$ cat src/rtl/game_event_logger.sv
// game_event_logger
//   Watches the counter-game status stage (win/los/gameover/who) every clock,
//   turns each game event into a timestamped record and buffers the records
//   in a show-ahead FIFO that a host drains over a valid/ready stream. The game
//   is never stalled: events that cannot be stored are counted and discarded.
//
//   Handshake: ev_valid is high whenever the FIFO holds a record, and ev_data
//   is then the head record. The head is consumed on a rising clk edge where
//   ev_valid & ev_ready; while ev_valid & !ev_ready, ev_data/ev_valid hold.
//
// Ports
//   clk, reset_n   clock (rising edge), asynchronous active-low reset
//   clear          synchronous flush: FIFO, timestamp, drop_cnt, overflow, FSM
//   win, los       level event inputs, one event per asserted cycle
//   gameover, who  gameover rising edge is an event; who is captured with it
//   ev_data        head record {code[1:0], who[1:0], ts[TS_W-1:0]}
//   ev_valid       FIFO non-empty
//   ev_ready       host accepts the head record
//   level          FIFO occupancy 0..DEPTH
//   drop_cnt       saturating count of discarded events
//   overflow       sticky flag, set when an event is lost to a full FIFO
//   draining       FSM state: 1 while in DRAIN
module game_event_logger #(
  parameter int DEPTH  = 8,
  parameter int TS_W   = 12,
  parameter int DROP_W = 8,
  localparam int RW    = TS_W + 4,
  localparam int AW    = $clog2(DEPTH),
  localparam int LW    = AW + 1
) (
  input  logic              clk,
  input  logic              reset_n,
  input  logic              clear,
  input  logic              win,
  input  logic              los,
  input  logic              gameover,
  input  logic [1:0]        who,
  output logic [RW-1:0]     ev_data,
  output logic              ev_valid,
  input  logic              ev_ready,
  output logic [LW-1:0]     level,
  output logic [DROP_W-1:0] drop_cnt,
  output logic              overflow,
  output logic              draining
);

  typedef enum logic {ST_RUN = 1'b0, ST_DRAIN = 1'b1} state_e;

  state_e             state_q, state_d;
  logic [TS_W-1:0]    ts_q, ts_d;
  logic [DROP_W-1:0]  drop_q, drop_d;
  logic               ovf_q, ovf_d;
  logic               g_q;
  logic [AW-1:0]      wr_ptr_q, rd_ptr_q;
  logic [LW-1:0]      cnt_q, cnt_d;
  logic [RW-1:0]      mem_q [DEPTH];

  logic               rise, ev_any, multi, empty, full, push, pop, drop_evt;
  logic [1:0]         code, who_f;
  logic [RW-1:0]      rec;

  // Event decode: only the highest-priority event of a cycle becomes a record.
  assign rise   = gameover & ~g_q;
  assign ev_any = rise | win | los;
  assign multi  = (rise & (win | los)) | (win & los);
  assign code   = rise ? 2'b11 : (win ? 2'b10 : 2'b01);
  assign who_f  = rise ? who : 2'b00;
  assign rec    = {code, who_f, ts_q};

  assign empty  = (cnt_q == '0);
  assign full   = (cnt_q == LW'(DEPTH));
  assign pop    = ~empty & ev_ready;

  always_comb begin
    state_d  = state_q;
    ts_d     = ts_q + TS_W'(1);
    push     = 1'b0;
    drop_evt = 1'b0;
    ovf_d    = ovf_q;
    unique case (state_q)
      ST_RUN: begin
        if (ev_any) begin
          // A pop in the same cycle frees the slot, so a full FIFO still accepts.
          if (full && !pop) begin
            drop_evt = 1'b1;
            ovf_d    = 1'b1;
          end else begin
            push = 1'b1;
            if (code == 2'b11) state_d = ST_DRAIN;
          end
        end
        if (multi) drop_evt = 1'b1;
      end
      ST_DRAIN: begin
        if (ev_any) drop_evt = 1'b1;
        // Restart the next game with a fresh timebase once the host has caught up.
        if (empty) begin
          state_d = ST_RUN;
          ts_d    = '0;
        end
      end
      default: state_d = ST_RUN;
    endcase

    drop_d = drop_q;
    if (drop_evt && (drop_q != '1)) drop_d = drop_q + DROP_W'(1);

    unique case ({push, pop})
      2'b10:   cnt_d = cnt_q + LW'(1);
      2'b01:   cnt_d = cnt_q - LW'(1);
      default: cnt_d = cnt_q;
    endcase
  end

  always_ff @(posedge clk or negedge reset_n) begin
    if (!reset_n) begin
      state_q  <= ST_RUN;
      ts_q     <= '0;
      drop_q   <= '0;
      ovf_q    <= 1'b0;
      g_q      <= 1'b0;
      wr_ptr_q <= '0;
      rd_ptr_q <= '0;
      cnt_q    <= '0;
    end else begin
      g_q <= gameover;
      if (clear) begin
        // clear wins over any same-cycle event or pop.
        state_q  <= ST_RUN;
        ts_q     <= '0;
        drop_q   <= '0;
        ovf_q    <= 1'b0;
        wr_ptr_q <= '0;
        rd_ptr_q <= '0;
        cnt_q    <= '0;
      end else begin
        state_q <= state_d;
        ts_q    <= ts_d;
        drop_q  <= drop_d;
        ovf_q   <= ovf_d;
        cnt_q   <= cnt_d;
        if (push) wr_ptr_q <= wr_ptr_q + AW'(1);
        if (pop)  rd_ptr_q <= rd_ptr_q + AW'(1);
      end
    end
  end

  // Storage needs no reset: a slot is only read after it has been written.
  always_ff @(posedge clk) begin
    if (push && !clear) mem_q[wr_ptr_q] <= rec;
  end

  assign ev_valid = ~empty;
  assign ev_data  = empty ? '0 : mem_q[rd_ptr_q];
  assign level    = cnt_q;
  assign drop_cnt = drop_q;
  assign overflow = ovf_q;
  assign draining = (state_q == ST_DRAIN);

endmodule

$ cat config.mk
export PLATFORM = sky130hd
export DESIGN_NAME = game_event_logger
export DESIGN_NICKNAME = d
export VERILOG_FILES = /design/src/rtl/game_event_logger.sv
export SDC_FILE = /design/constraint.sdc
export NUM_CORES = 1
export LEC_CHECK = 0
export CAP_MARGIN = 20
export CORE_MARGIN = 3
export CORE_UTILIZATION = 46
export DETAILED_ROUTE_END_ITERATION = 10
export GPL_TIMING_DRIVEN = 0
export PLACE_DENSITY = 0.67
export SYNTH_ARGS = -nofsm -noshare
export SYNTH_HDL_FRONTEND = slang
export SYNTH_SLANG_ARGS = --single-unit
$ cat constraint.sdc
create_clock -name clk -period 2.9 [get_ports clk]
set_input_delay 0.87 -clock clk [delete_from_list [all_inputs] [get_ports clk]]
set_output_delay 0.87 -clock clk [all_outputs]
set_load 0.1 [all_outputs]
==> results_dict.tcl <==
set metrics [dict create \
    num_io_pins 40 \
    clock_latency_ns 0.41 \
    holdWs_ns 0.508 \
    drive_above_1_share_pct 33.1 \
    setup_ws_ns -0.0164 \
    finalCritPeriodShare_pct 101 \
    ys_async_sr_fraction_pct 20.5 \
    crit_arrival_ns 2.05 \
    postRouteAntennaNets 0 \
    die_h_um 127 \
    synth_seq_area_share_pct 69.7 \
    crit_path_start_kind "register" \
    path_class "reg -> out" \
    clkTransAtPathRegs_ns 0.06 \
    p_leak_nw 3.20 \
    endpoint_kind "primary output" \
    portBuffers 38 \
    yosysWarnings 0 \
    gp_congestion 0.802 \
    die_area_um2 16100 \
    vias 3773 \
    status "finished with violations" \
    synthCells 405 \
    slew_headroom_pct 32.9 \
    hold_buffers 0 \
    worstRegToRegCells 12 \
    instances_no_fill 682 \
    drt_iter0_markers 395 \
    slew_violations 0 \
    overflow 0 \
    drtPass1Iterations 4 \
    area_delta_synth_final_pct 29.9 \
    ys_ff_latch 161 \
    grt_pass1_vias 3945 \
    setup_viol_count_final 2 \
    nets 505 \
    tightest_slew_ns 1.01 \
    wire_per_inst_um 21.1 \
    timing.rr.start "level[1]" \
    h-tree-depth 4 \
    grt_max_degree 34 \
    vias_per_cell 5.53 \
    initial_core_util_pct 47.7 \
    crit_start "rd_ptr_q[0]" \
    synth_edf_count 128 \
    final_core_util_pct 62.0 \
    placed_cell_area_um2 7430 \
    tns_ns -0.0209 \
    grt_pass1_wl_mm 22.4 \
    clk_path_buf_depth 2 \
    cts_tree "built" \
    drc_errors 0 \
    dp.cells 623 \
    num_antenna_cells 0 \
    clock.fmax_mhz 343 \
    p_per_area_nw_per_um2 1000 \
    rows 43 \
    die_width_um 127 \
    synth_nets 420 \
    final_area_um2 8710 \
    cts_made_buffers 17 \
    fin_skew_ns 0.00896 \
    finalWirelength_mm 14.4 \
    ys_types 47 \
    r2r_end "level[3]" \
    gr-usage-all-layers_pct 18.6 \
    place_hpwl_mm 8.16 \
    antenna_found_initial 0 \
    hold_path.class "reg -> reg" \
    hold_viol 0 \
    hp-start "overflow" \
    clock_sinks 161 \
    violations "setup timing" \
    fp.coreArea_um2 14000 \
    postSynthAreaPerCell_um2 16.6 \
    ir_drop_uv 479 \
    root_buffer "clkbuf_16" \
    period_minus_slack_ns 2.92 \
    rsz0062_at_grt "true" \
    ys.flop_type "edfxtp_1" \
    crit_path_end "ev_data[4]" \
    cp_max_fo 7 \
    r2r_slack_ns 0.19 \
    critPathRequiredTime_ns 2.03 \
    max-cap-violations 0 \
    syn-cell-area_um2 6700 \
]
routing by layer:
layer / share of wire (%) / GRT usage [%]
met1: 42 / 25.1
met2: 53 / 30.5
met4: 0.69 / 5.30
met5: 0 / 0
met3: 4.7 / 4.51
area by class of cell:
cell class	count	area, µm²
Fill cell	1007	5330
Sequential cell	161	4680
Multi-Input combinational cell	219	2150
Timing Repair Buffer	69	936
Clock buffer	19	433
Tap cell	180	225
Buffer	17	185
Clock inverter	12	71.3
Inverter	5	35.0
worst max-delay path, stage by stage (launching register included):
cell,delay (ns)
dfrtp_2,0.37
buf_12,0.15
clkbuf_16,0.16
mux4_2,0.49
mux2i_1,0.20
nor2_2,0.08
buf_12,0.17
sequential cells by signal, summed over array words and instances (netlist names):
register and flops:
rd_ptr_q 3, overflow 1, drop_cnt 8, g_q 1, draining 1, ts_q 12, wr_ptr_q 3, mem_q 128
level 4
worst min-delay path by stage:
stage	to	slack, ns	cells after the start
finish	overflow	0.51	2
global route	ts_q[3]	0.60	1
global placement	overflow	0.48	2
CTS	overflow	0.51	2
floorplan	wr_ptr_q[0]	0.55	2
detailed placement	overflow	0.50	2
power by group:
group          internal [W]  leakage, nW  switching [W]
Combinational       0.00159         1.28        0.00242
Sequential          0.00265         1.68       0.000132
Clock               0.00107        0.243       0.000847
what timing repair did:
action                                  4_1_cts  5_1_grt
gates cloned                                  2        2
endpoints found under the setup margin      152      114
pin swaps                                    11        5
buffers inserted                             21        7
gates resized for setup                     178       41
synthesized netlist by cell type (3+ instances only):
library cell / n / area, µm²
dfrtp_1: 33 / 826
o31ai_1: 4 / 30.0
nor2_1: 46 / 173
xnor2_1: 8 / 70.1
edfxtp_1: 128 / 3840
clkbuf_1: 12 / 45.0
inv_1: 3 / 11.3
or4_1: 5 / 37.5
o21ai_0: 4 / 20.0
ha_1: 6 / 75.1
nand2_1: 15 / 56.3
a21oi_1: 12 / 60.1
nand3_1: 9 / 45.0
nand2b_1: 5 / 31.3
mux2i_1: 20 / 200
xor2_1: 10 / 87.6
and3_1: 7 / 43.8
buf_2: 4 / 20.0
nor3_1: 4 / 20.0
mux4_2: 32 / 721
placed cells by master, fill, tap and decap left out, types with 4 or more instances in the layout:
cell / instances
mux2i_2: 5
clkdlybuf4s50_1: 10
dfrtp_1: 29
xor2_1: 10
mux2i_1: 12
nor2_4: 10
dlymetal6s2s_1: 5
a21oi_1: 12
nand2_1: 14
xnor2_1: 8
buf_4: 17
clkbuf_1: 7
nand2b_1: 5
clkinv_1: 4
edfxtp_1: 128
clkbuf_16: 19
and3_1: 7
ha_1: 5
o21ai_0: 4
buf_6: 5
or4_1: 5
mux4_2: 32
nand3_1: 9
buf_12: 27
nor2_1: 23
dlygate4sd2_1: 5
o31ai_1: 4
nor2_2: 14
metrics by stage:
step	setup WS, ns	power, W
detailed placement	-1.20	0.00590
finish	-0.0164	0.00871
floorplan	-0.351	0.00522
global placement	-1.14	0.00587
CTS	-0.0652	0.00838
global route	-0.0663	0.00901
logic make-up (layout without fill, tap and decap cells):
family,count (synthesis),in the layout,synth area share (%)
compound gates,34,34,3.28
xor+xnor,18,18,2.35
fa+ha+maj,7,7,1.27
buf+inv,25,122,1.70
flops,161,161,69.7
mux,52,52,13.7
simple gates,108,108,8.01
(Power assumes the default switching activity.)
